### src/rtl/button_pkg.sv
// Shared button definitions: FSM state type, button indices used by the
// display controller, and the counter sizing helper.
package button_pkg;

   typedef enum logic [1:0] {
      IDLE   = 2'd0,
      HELD   = 2'd1,
      REPEAT = 2'd2
   } btn_state_t;

   localparam int BTN_CENTER = 0;
   localparam int BTN_UP     = 1;
   localparam int BTN_LEFT   = 2;
   localparam int BTN_RIGHT  = 3;
   localparam int BTN_DOWN   = 4;

   // Width able to hold (max cycle count - 1); at least one bit.
   function automatic int cnt_width(input int a, input int b, input int c);
      int m;
      m = a;
      if (b > m) m = b;
      if (c > m) m = c;
      return (m <= 2) ? 1 : $clog2(m);
   endfunction

endpackage

### src/rtl/button_channel.sv
// One button: two-flop synchronizer, restartable debounce counter and an
// IDLE/HELD/REPEAT FSM producing registered press/release pulses.
module button_channel
   import button_pkg::*;
#(
   parameter int DEBOUNCE_CYCLES = 1000000,
   parameter int REPEAT_DELAY    = 50000000,
   parameter int REPEAT_PERIOD   = 10000000,
   parameter bit REPEAT_EN       = 1'b0
) (
   input  logic clk,
   input  logic reset,
   input  logic btn,
   output logic stable,
   output logic press_pulse,
   output logic release_pulse,
   output logic repeating
);

   localparam int CW = cnt_width(DEBOUNCE_CYCLES, REPEAT_DELAY, REPEAT_PERIOD);
   localparam logic [CW-1:0] DB_LAST  = CW'(DEBOUNCE_CYCLES - 1);
   localparam logic [CW-1:0] DLY_LAST = CW'(REPEAT_DELAY - 1);
   localparam logic [CW-1:0] PER_LAST = CW'(REPEAT_PERIOD - 1);

   logic          sync1_q, sync1_d;
   logic          sync_q, sync_d;
   logic          stable_q, stable_d;
   logic [CW-1:0] db_cnt_q, db_cnt_d;
   logic [CW-1:0] hold_cnt_q, hold_cnt_d;
   btn_state_t    state_q, state_d;
   logic          press_q, press_d;
   logic          release_q, release_d;
   logic          repeating_q, repeating_d;

   always_comb begin
      sync1_d  = btn;
      sync_d   = sync1_q;
      stable_d = stable_q;
      db_cnt_d = '0;
      if (sync_q != stable_q) begin
         if (db_cnt_q == DB_LAST) stable_d = ~stable_q;
         else                     db_cnt_d = db_cnt_q + CW'(1);
      end

      state_d    = state_q;
      hold_cnt_d = hold_cnt_q;
      press_d    = 1'b0;
      release_d  = 1'b0;
      // Debounced edges take priority, so a release swallows a due repeat.
      if (stable_d && !stable_q) begin
         state_d    = HELD;
         hold_cnt_d = '0;
         press_d    = 1'b1;
      end else if (!stable_d && stable_q) begin
         state_d    = IDLE;
         hold_cnt_d = '0;
         release_d  = 1'b1;
      end else begin
         case (state_q)
            HELD: begin
               if (hold_cnt_q == DLY_LAST) begin
                  hold_cnt_d = '0;
                  if (REPEAT_EN) begin
                     state_d = REPEAT;
                     press_d = 1'b1;
                  end
               end else begin
                  hold_cnt_d = hold_cnt_q + CW'(1);
               end
            end
            REPEAT: begin
               if (hold_cnt_q == PER_LAST) begin
                  hold_cnt_d = '0;
                  press_d    = 1'b1;
               end else begin
                  hold_cnt_d = hold_cnt_q + CW'(1);
               end
            end
            default: hold_cnt_d = '0;
         endcase
      end
      repeating_d = (state_d == REPEAT);
   end

   always_ff @(posedge clk) begin
      if (reset) begin
         sync1_q     <= 1'b0;
         sync_q      <= 1'b0;
         stable_q    <= 1'b0;
         db_cnt_q    <= '0;
         hold_cnt_q  <= '0;
         state_q     <= IDLE;
         press_q     <= 1'b0;
         release_q   <= 1'b0;
         repeating_q <= 1'b0;
      end else begin
         sync1_q     <= sync1_d;
         sync_q      <= sync_d;
         stable_q    <= stable_d;
         db_cnt_q    <= db_cnt_d;
         hold_cnt_q  <= hold_cnt_d;
         state_q     <= state_d;
         press_q     <= press_d;
         release_q   <= release_d;
         repeating_q <= repeating_d;
      end
   end

   assign stable        = stable_q;
   assign press_pulse   = press_q;
   assign release_pulse = release_q;
   assign repeating     = repeating_q;

endmodule

### src/rtl/button_conditioner.sv
// Push-button front end: one independent button_channel per pin, with the
// auto-repeat enable of each channel taken from REPEAT_MASK.
module button_conditioner
   import button_pkg::*;
#(
   parameter int                   N_BUTTONS       = 5,
   parameter int                   DEBOUNCE_CYCLES = 1000000,
   parameter int                   REPEAT_DELAY    = 50000000,
   parameter int                   REPEAT_PERIOD   = 10000000,
   parameter logic [N_BUTTONS-1:0] REPEAT_MASK     = N_BUTTONS'(5'b10010)
) (
   input  logic                 clk,
   input  logic                 reset,
   input  logic [N_BUTTONS-1:0] buttons,
   output logic [N_BUTTONS-1:0] stable,
   output logic [N_BUTTONS-1:0] press_pulse,
   output logic [N_BUTTONS-1:0] release_pulse,
   output logic [N_BUTTONS-1:0] repeating
);

   for (genvar i = 0; i < N_BUTTONS; i++) begin : g_ch
      button_channel #(
         .DEBOUNCE_CYCLES (DEBOUNCE_CYCLES),
         .REPEAT_DELAY    (REPEAT_DELAY),
         .REPEAT_PERIOD   (REPEAT_PERIOD),
         .REPEAT_EN       (REPEAT_MASK[i])
      ) u_ch (
         .clk           (clk),
         .reset         (reset),
         .btn           (buttons[i]),
         .stable        (stable[i]),
         .press_pulse   (press_pulse[i]),
         .release_pulse (release_pulse[i]),
         .repeating     (repeating[i])
      );
   end

endmodule

### config.mk
export PLATFORM = sky130hd
export DESIGN_NAME = button_conditioner
export DESIGN_NICKNAME = d
export VERILOG_FILES = /design/src/rtl/button_pkg.sv /design/src/rtl/button_channel.sv /design/src/rtl/button_conditioner.sv
export SDC_FILE = /design/constraint.sdc
export NUM_CORES = 1
export LEC_CHECK = 0
export CORE_ASPECT_RATIO = 0.8
export CORE_UTILIZATION = 60
export CTS_CLUSTER_DIAMETER = 120
export DETAILED_ROUTE_END_ITERATION = 10
export PLACE_DENSITY = 0.79
export SLEW_MARGIN = 20
export SYNTH_ARGS = -nofsm -noshare
export SYNTH_HDL_FRONTEND = slang
export SYNTH_SLANG_ARGS = --single-unit
### constraint.sdc
create_clock -name clk -period 2.51 [get_ports clk]
set_input_delay 0.3765 -clock clk [delete_from_list [all_inputs] [get_ports clk]]
set_output_delay 0.3765 -clock clk [all_outputs]
set_load 0.1 [all_outputs]
==> results of run 1 <==
==> how the worst min path moves through the flow <==
stage | cells after the start | start | slack [ns] | to
6_report | 2 | reset | 0.22 | g_ch[4].u_ch.sync_q
5_1_grt | 2 | reset | 0.21 | g_ch[3].u_ch.sync_q
4_1_cts | 2 | reset | 0.20 | g_ch[4].u_ch.sync_q
3_5_place_dp | 1 | g_ch[4].u_ch.sync1_q | 0.43 | g_ch[4].u_ch.sync_q
3_3_place_gp | 1 | g_ch[0].u_ch.sync1_q | 0.42 | g_ch[0].u_ch.sync_q
2_1_floorplan | 1 | g_ch[0].u_ch.sync1_q | 0.41 | g_ch[0].u_ch.sync_q
==> metal layers <==
layer,routed length (um),share of wire (%)
met4,510,2.0
met5,0,0
met2,11270,45
met1,12330,49
met3,874,3.5
==> area by class of cell <==
type / instances / area (sq um) / share of cell area [%]
multi-input cells: 1166 / 7004 / 47.20
clock inverters: 13 / 152.6 / 1.029
clock buffers: 41 / 820.8 / 5.532
flip-flops and latches: 300 / 6006 / 40.48
well taps: 300 / 375.4 / 2.530
repair buffers: 44 / 340.3 / 2.294
inverters: 37 / 138.9 / 0.9360
==> state kept, by name (all words and copies together) (netlist names) <==
name	flops
g_ch.u_ch.repeating	5
g_ch.u_ch.stable	5
g_ch.u_ch.press_pulse	5
g_ch.u_ch.hold_cnt_q	130
g_ch.u_ch.db_cnt_q	130
g_ch.u_ch.release_pulse	5
g_ch.u_ch.sync1_q	5
g_ch.u_ch.sync_q	5
g_ch.u_ch.state_q	10
==> Yosys cell counts, types with 12 or more instances <==
library cell / count
nor2b_1: 15
clkbuf_1: 18
nor2_1: 326
and4_1: 23
buf_4: 26
xor2_1: 147
inv_1: 36
nor4b_1: 13
and3_1: 38
nand2_1: 106
ha_1: 25
or3_1: 12
a21oi_1: 23
buf_2: 16
xnor2_1: 93
nor4_1: 20
nand4_1: 72
dfxtp_1: 300
and2_1: 17
nor3_1: 39
nand3_1: 115
==> power by group <==
group	total (W)	internal, W	switching, W	leakage [nW]
Combinational	0.000121	0.0000490	0.0000717	1.90
Sequential	0.00480	0.00478	0.0000196	2.42
Clock	0.00438	0.00259	0.00179	0.482
==> stage by stage <==
stage	util, %	cells
global placement	63.60	1847
finish	68.06	1901
detailed placement	63.60	1847
global route	68.06	1901
floorplan	-	1566
CTS	68.06	1901
==> cell families (layout without fill, tap and decap cells) <==
| logic type | count (synthesis) | count (layout) | synth area share, % |
|---|---|---|---|
| compound gates | 56 | 56 | 2.573 |
| xor+xnor | 240 | 240 | 15.55 |
| fa+ha+maj | 25 | 25 | 2.314 |
| buf+inv | 100 | 135 | 3.758 |
| flops | 300 | 300 | 44.43 |
| mux | 1 | 1 | 0.07405 |
| simple gates | 844 | 844 | 31.30 |
==> flow_summary_export.csv, run 1 <==
group,metric,value,unit
timing,fin_worst_skew,0.01414,ns
synthesis,syn_inst,1566,
global_route,grt_first_pass_wirelength,43500,um
synthesis,synth_top_area_cell,"dfxtp_1",
clock_network,cts_setup_buffers,0,
finish,layout_commonest_cell,"nor2_1",
synthesis,ys_types,60,
finish,final_cell_mix,"nor2_1 (326), dfxtp_1 (300), xor2_1 (147), nand3_1 (115), nand2_1 (106)",
worst_setup_path,r2r-end,"g_ch[0].u_ch.hold_cnt_q[3]",
synthesis,syn_avg_cell_area,8.632,sq um
floorplan,coreArea,21800,sq um
run,maxCapViolCount,0,
worst_setup_path,required,2.93,ns
clock_network,insertion_delay,0.54,ns
worst_setup_path,startpoint_type,"flop",
pwr,power,0.009304,W
clock_network,htreeDepth,1,
timing,setup_violations,0,
timing,fmax,454.0,MHz
worst_setup_path,worstSetupPathType,"flop to flop",
pwr,powerDensity,627.1,nW/um^2
worst_setup_path,endpoint,"g_ch[0].u_ch.hold_cnt_q[3]",
synthesis,synth_async_sr_flop_share,0,%
floorplan,fp.dieW,169.8,um
outcome,status,"complete, no violations",
global_route,use_met3,3.348,%
worst_setup_path,critPathTopFamily,"simple AND/OR/NAND/NOR gates",
worst_setup_path,worst_path_max_delay_cell,"nor4_1",
floorplan,fp.dieArea,23140,sq um
placed_design,place_area,13860,sq um
global_route,top_usage_layer,"met2",
min_path,worstHoldPathType,"primary input to flop",
floorplan,start_util,62.01,%
timing,post-route-min-period,2.203,ns
worst_setup_path,worst-path-buf-inv,1,
global_route,met2_usage,35.82,%
synthesis,yosysTopAreaCellShare,44.43,%
timing,relSlewSlack,44.52,%
worst_setup_path,reg2reg_depth,8,
global_route,grt_use_met1,30.52,%
worst_setup_path,path_depth,8,
clock_network,clk_pin_slew,0.06,ns
placed_design,place.gp.congestion,0.8037,
global_route,grt_start_max_net_pins,27,
drt,first_pass_iters,5,
worst_setup_path,crit_chain,"ha_1 > and3_1 > nand3_1 > nor4_1 > a21oi_1 > nand3b_1 > buf_4 > nor2_1",
finish,final_cell_area,14840,sq um
worst_setup_path,crit_start,"g_ch[0].u_ch.db_cnt_q[0]",
finish,syn_to_final_growth,9.765,%
timing,fin_ws,0.3072,ns
drt,route.detailed.drc,0,
finish,final_layout_size_suffix_gt1_share,6.059,%
worst_setup_path,r2r_start,"g_ch[0].u_ch.db_cnt_q[0]",
timing,setup_tns,0,ns
global_route,grt.overflow.total,0,
placed_design,portBuffers,26,
placed_design,pre_cts_ws,0.3416,ns
clock_network,numCtsBuffers,29,
worst_setup_path,setup.worst_path.end_class,"flop",
worst_setup_path,slowest_delay,0.47,ns
drt,viasPerCell,5.432,
clock_network,cts.sinks,300,
worst_setup_path,crit_fanout,26,
global_route,grt_pass1_vias,9565,
floorplan,die_h,136.3,um
finish,num_antenna_cells,0,
finish,nFillCells,1688,
synthesis,synth_edf_count,0,
worst_setup_path,arrival,2.62,ns
drt,wl_per_cell,13.14,um
timing,holdWs,0.2174,ns
clock_network,ctsHoldBuffers,0,
global_route,grtUsageTotal,22.03,%
timing,tightest_slew,0.8322,ns
finish,nNetsFinal,1610,
synthesis,synthesis.nets,1598,
timing,slew_viol_final,0,
pwr,vdd_drop_max,0.5235,mV
synthesis,synth_area,13520,sq um
global_route,antenna_found_initial,0,
synthesis,yosysWarnings,0,
pwr,p_leak,4.800,nW
clock_network,cts_tree,"built",
timing,rsz0062_at_grt,"no",
drt,drt_iter0_drc,795,
synthesis,synth_area_leaders,"dfxtp_1 (44%), xor2_1 (9.5%), nor2_1 (9.1%)",
synthesis,ys_ff_latch,300,
drt,vias,10326,
drt,ant_nets,0,
clock_network,clockBufferDepth,3,
floorplan,boundaryPins,27,
worst_setup_path,r2r_setup_slack,0.31,ns
placed_design,hpwl,17150,um
timing,hold_viol_final,0,
timing,finalCritPeriodShare,87.76,%
clock_network,cts_resized,0,
clock_network,root_buffer,"clkbuf_16",
floorplan,rows,48,
synthesis,ys_seq_area_share,44.43,%
drt,totalWireLength,24980,um
synthesis,synthFlopType,"dfxtp_1",
(Power assumes the default switching activity.)
==> run 2, diff against run 1 <==
--- a/config.mk
+++ b/config.mk
@@ -5,11 +5,12 @@
 export SDC_FILE = /design/constraint.sdc
 export NUM_CORES = 1
 export LEC_CHECK = 0
+export ABC_CLOCK_PERIOD_IN_PS = 2700
 export CORE_ASPECT_RATIO = 0.8
-export CORE_UTILIZATION = 60
+export CORE_UTILIZATION = 40
 export CTS_CLUSTER_DIAMETER = 120
 export DETAILED_ROUTE_END_ITERATION = 10
-export PLACE_DENSITY = 0.79
+export PLACE_DENSITY = 0.57
 export SLEW_MARGIN = 20
 export SYNTH_ARGS = -nofsm -noshare
 export SYNTH_HDL_FRONTEND = slang
==> constraint.sdc (replaced) <==
create_clock -name clk -period 2.7 [get_ports clk]
set_input_delay 0.405 -clock clk [delete_from_list [all_inputs] [get_ports clk]]
set_output_delay 0.405 -clock clk [all_outputs]
set_load 0.1 [all_outputs]
==> flow_summary_export.csv, run 2 (synthesized netlist as in run 1, its figures left out) <==
group,metric,value,unit
outcome,status,"complete, no violations",
worst_setup_path,setup.worst_path.end_class,"flop",
finish,syn_to_final_growth,13.19,%
clock_network,cts.sinks,300,
timing,relSlewSlack,50.31,%
clock_network,root_buffer,"clkbuf_16",
floorplan,fp.dieArea,34540,sq um
clock_network,cts_resized,0,
timing,setup_violations,0,
clock_network,ctsHoldBuffers,0,
worst_setup_path,crit_start,"g_ch[3].u_ch.hold_cnt_q[18]",
worst_setup_path,r2r_start,"g_ch[3].u_ch.hold_cnt_q[18]",
floorplan,start_util,41.15,%
floorplan,rows,59,
timing,slew_viol_final,0,
timing,rsz0062_at_grt,"no",
clock_network,htreeDepth,2,
min_path,min_from,"reset",
finish,final_layout_size_suffix_gt1_share,6.832,%
drt,wl_per_cell,12.56,um
timing,fin_worst_skew,0.01126,ns
run,maxCapViolCount,0,
timing,hold_viol_final,0,
clock_network,insertion_delay,0.51,ns
timing,post-route-min-period,2.171,ns
timing,fmax,460.7,MHz
global_route,grtUsageTotal,14.97,%
timing,holdWs,0.2823,ns
worst_setup_path,crit_fanout,26,
clock_network,clockBufferDepth,3,
global_route,grt_start_max_net_pins,27,
finish,reg_top3,"g_ch.u_ch.db_cnt_q (130), g_ch.u_ch.hold_cnt_q (130), g_ch.u_ch.state_q (10)",
placed_design,hpwl,17070,um
global_route,grt_pass1_vias,9442,
worst_setup_path,required,3.09,ns
finish,num_antenna_cells,0,
clock_network,clk_pin_slew,0.06,ns
pwr,powerDensity,631.7,nW/um^2
finish,final_cell_area,15300,sq um
clock_network,numCtsBuffers,34,
placed_design,pre_cts_ws,0.5451,ns
worst_setup_path,startpoint_type,"flop",
global_route,grt_first_pass_wirelength,44570,um
timing,finalCritPeriodShare,80.39,%
min_path,worstHoldPathType,"primary input to flop",
drt,drt_iter0_drc,629,
finish,layout_commonest_cell,"nor2_1",
finish,final_cell_mix,"nor2_1 (326), dfxtp_1 (300), xor2_1 (147), nand3_1 (115), nand2_1 (106)",
drt,totalWireLength,25590,um
floorplan,die_h,166.4,um
pwr,vdd_drop_max,0.3644,mV
global_route,grt.overflow.total,0,
global_route,antenna_found_initial,0,
pwr,p_leak,4.950,nW
drt,ant_nets,0,
floorplan,coreArea,32850,sq um
finish,nNetsFinal,1616,
floorplan,fp.dieW,207.5,um
placed_design,portBuffers,26,
placed_design,place_area,14030,sq um
drt,viasPerCell,4.979,
timing,fin_ws,0.5294,ns
drt,vias,10143,
worst_setup_path,arrival,2.56,ns
floorplan,boundaryPins,27,
timing,tightest_slew,0.7393,ns
finish,nFillCells,3167,
clock_network,cts_tree,"built",
timing,setup_tns,0,ns
drt,first_pass_iters,5,
worst_setup_path,worstSetupPathType,"flop to flop",
placed_design,place.gp.congestion,0.7908,
pwr,power,0.009666,W
clock_network,cts_setup_buffers,0,
drt,route.detailed.drc,0,
-- run 2: metrics by stage --
stage | util (%) | cells
6_report | 46.58 | 2037
5_1_grt | 46.58 | 2037
4_1_cts | 46.58 | 2037
3_5_place_dp | 42.71 | 1975
3_3_place_gp | 42.71 | 1975
2_1_floorplan | - | 1566
-- run 2: power breakdown --
group	switching, W	internal (W)	total (W)	leakage (nW)
Combinational	0.0000683	0.0000460	0.000114	1.90
Clock	0.00181	0.00328	0.00509	0.629
Sequential	0.0000182	0.00445	0.00446	2.42
Total	0.00190	0.00777	0.00967	4.95
-- run 2: worst max-delay path, cell delays in order (launching register included) --
cell     delay (ns)
dfxtp_1        0.33
or4_1          0.54
nor4_2         0.39
nand4_1        0.15
a21oi_1        0.16
or4_1          0.11
buf_4          0.27
nor2_1         0.09
-- run 2: final timing paths --
path / depth (start not counted) / endpoint / slack [ns]
min: 2 / g_ch[3].u_ch.sync_q / 0.28
max reg2reg: 7 / g_ch[3].u_ch.hold_cnt_q[4] / 0.53
min reg2reg: 1 / g_ch[3].u_ch.sync_q / 0.44
max: 7 / g_ch[3].u_ch.hold_cnt_q[4] / 0.53
-- run 2: area by class of cell --
cell class                      instances  area (sq um)  area share (%)
Timing Repair Buffer                   45         347.8           2.273
Multi-Input combinational cell       1166          7004           45.78
Sequential cell                       300          6006           39.25
Clock buffer                           48          1047           6.844
Inverter                               37         138.9          0.9077
Clock inverter                         14         222.7           1.456
Tap cell                              427         534.3           3.492
-- run 2: per-layer routing --
layer,wire [um],GRT usage (%),vias to the layer above,share of wire [%]
li1,-,-,5324,-
met1,13690,21.90,4658,53
met2,10490,22.15,119,41
met3,911,2.734,42,3.6
met4,506,4.607,0,2.0
met5,0,0,-,0
==> run 3, diff against run 2 <==
--- a/config.mk
+++ b/config.mk
@@ -5,7 +5,7 @@
 export SDC_FILE = /design/constraint.sdc
 export NUM_CORES = 1
 export LEC_CHECK = 0
-export ABC_CLOCK_PERIOD_IN_PS = 2700
+export ABC_CLOCK_PERIOD_IN_PS = 2000
 export CORE_ASPECT_RATIO = 0.8
 export CORE_UTILIZATION = 40
 export CTS_CLUSTER_DIAMETER = 120
==> constraint.sdc (replaced) <==
create_clock -name clk -period 2 [get_ports clk]
set_input_delay 0.3 -clock clk [delete_from_list [all_inputs] [get_ports clk]]
set_output_delay 0.3 -clock clk [all_outputs]
set_load 0.1 [all_outputs]
==> flow_summary_export.csv, run 3 (synthesized netlist as in run 1, its figures left out) <==
group,metric,value,unit
run,maxCapViolCount,0,
pwr,p_leak,5.509,nW
worst_setup_path,crit_chain,"or4bb_4 > nor4_4 > nand4_1 > a22oi_1 > or3_4 > clkbuf_16 > nor2_1",
finish,num_antenna_cells,0,
timing,fmax,489.5,MHz
finish,layout_commonest_cell,"nor2_1",
drt,wl_per_cell,12.69,um
clock_network,clk_pin_slew,0.06,ns
placed_design,hpwl,18270,um
drt,ant_nets,0,
pwr,power,0.01205,W
worst_setup_path,arrival,2.49,ns
global_route,grt_pass1_vias,9594,
clock_network,insertion_delay,0.56,ns
floorplan,die_h,166.4,um
finish,final_layout_size_suffix_gt1_share,13.88,%
worst_setup_path,crit_fanout,7,
clock_network,cts.sinks,300,
min_path,worstHoldPathType,"primary input to flop",
timing,fin_ws,-0.04299,ns
finish,nFillCells,3106,
timing,rsz0062_at_grt,"yes",
placed_design,place.gp.congestion,0.7958,
worst_setup_path,r2r-end,"g_ch[1].u_ch.hold_cnt_q[25]",
worst_setup_path,startpoint_type,"flop",
worst_setup_path,worstSetupPathType,"flop to flop",
timing,fin_worst_skew,0.01255,ns
floorplan,rows,59,
clock_network,clockBufferDepth,3,
worst_setup_path,slowest_delay,0.56,ns
timing,slew_viol_final,0,
worst_setup_path,reg2reg_depth,7,
global_route,antenna_found_initial,0,
timing,hold_viol_final,0,
outcome,violations,"setup timing",
timing,finalCritPeriodShare,102.1,%
clock_network,htreeDepth,1,
finish,nNetsFinal,1712,
placed_design,portBuffers,26,
global_route,grt_first_pass_wirelength,45580,um
drt,route.detailed.drc,0,
global_route,grt_start_max_net_pins,27,
floorplan,fp.dieArea,34540,sq um
worst_setup_path,r2r_setup_slack,-0.04,ns
clock_network,cts_setup_buffers,0,
worst_setup_path,worst_path_max_delay_cell,"or4bb_4",
drt,vias,10410,
drt,viasPerCell,4.894,
clock_network,root_buffer,"clkbuf_16",
timing,relSlewSlack,70.88,%
timing,holdWs,0.1524,ns
drt,totalWireLength,27000,um
clock_network,ctsHoldBuffers,0,
clock_network,numCtsBuffers,31,
global_route,grt.overflow.total,0,
worst_setup_path,setup.worst_path.end_class,"flop",
finish,syn_to_final_growth,20.09,%
pwr,powerDensity,742.4,nW/um^2
finish,reg_top3,"g_ch.u_ch.db_cnt_q (130), g_ch.u_ch.hold_cnt_q (130), g_ch.u_ch.state_q (10)",
floorplan,boundaryPins,27,
placed_design,place_inst,2067,
timing,post-route-min-period,2.043,ns
floorplan,start_util,41.15,%
drt,drt_iter0_drc,607,
finish,final_cell_mix,"nor2_1 (321), dfxtp_1 (297), xor2_1 (147), buf_4 (120), nand3_1 (113)",
floorplan,coreArea,32850,sq um
outcome,status,"finished with violations",
floorplan,fp.dieW,207.5,um
worst_setup_path,endpoint,"g_ch[1].u_ch.hold_cnt_q[25]",
timing,setup_violations,19,
finish,instances_no_fill,2127,
worst_setup_path,r2r_start,"g_ch[1].u_ch.hold_cnt_q[18]",
clock_network,cts_tree,"built",
worst_setup_path,crit_start,"g_ch[1].u_ch.hold_cnt_q[18]",
timing,tightest_slew,0.4328,ns
global_route,grtUsageTotal,15.25,%
worst_setup_path,required,2.45,ns
drt,first_pass_iters,5,
pwr,vdd_drop_max,0.5494,mV
-- run 3: cell types whose count changed in the layout (fill, tap and decap cells not counted), moves of 4 or more --
cell | previous run | this run
buf_4 | 39 | 120
nor4_2 | 5 | 9
clkbuf_8 | 8 | 4
nor4_1 | 20 | 14
buf_12 | 0 | 11
nor2_1 | 326 | 321
nor2_4 | 0 | 4
-- run 3: critical path: cells and delay by family (launching register included) --
kind,cells,cell delay [ns]
AO/OA/AOI/OAI,1,0.19
buffers and inverters,1,0.18
flip-flops,1,0.32
AND/OR/NAND/NOR,5,1.26
-- run 3: layout make-up --
cell class,instances,area (sq um),area share [%]
multi-input combinational,1166,7204,44.38
timing repair buffer,144,1324,8.155
clock inverter,14,176.4,1.087
inverter,37,138.9,0.8556
clock buffer,39,845.8,5.210
sequential,300,6010,37.02
tap,427,534.3,3.291
-- run 3: per-layer routing --
| metal | routed length, um | track usage [%] |
|---|---|---|
| met2 | 11280 | 22.71 |
| met1 | 14380 | 22.64 |
| met3 | 940 | 2.847 |
| met5 | 0 | 0 |
| met4 | 396 | 3.342 |
-- run 3: per-stage QoR --
step,util [%],area (sq um),setup TNS [ns],setup WS [ns]
4_1_cts,48.44,15910,0,0.008240
6_report,49.42,16230,-0.3543,-0.04299
5_1_grt,49.42,16230,-2.769,-0.1340
2_1_floorplan,-,13520,0,0.008072
3_5_place_dp,45.23,14860,-0.2821,-0.01691
3_3_place_gp,45.23,14860,0,0.01422
-- run 3: how the worst min path moves through the flow --
stage,from,endpoint,cells after the start
2_1_floorplan,g_ch[0].u_ch.sync1_q,g_ch[0].u_ch.sync_q,1
5_1_grt,reset,g_ch[3].u_ch.sync_q,2
4_1_cts,reset,g_ch[3].u_ch.sync_q,2
3_3_place_gp,g_ch[3].u_ch.sync1_q,g_ch[3].u_ch.sync_q,1
3_5_place_dp,g_ch[3].u_ch.sync1_q,g_ch[3].u_ch.sync_q,1
6_report,reset,g_ch[3].u_ch.sync_q,2
-- run 3: where the power goes --
part / internal [W] / switching (W)
Combinational: 0.0000937 / 0.000109
Clock: 0.00348 / 0.00234
Sequential: 0.00600 / 0.0000227
-- run 3: timing repair --
action / 4_1_cts / 5_1_grt
cloned: 0 / 7
pin swaps: 0 / 24
endpoints found under the setup margin: 48 / 217
resized for setup: 5 / 40
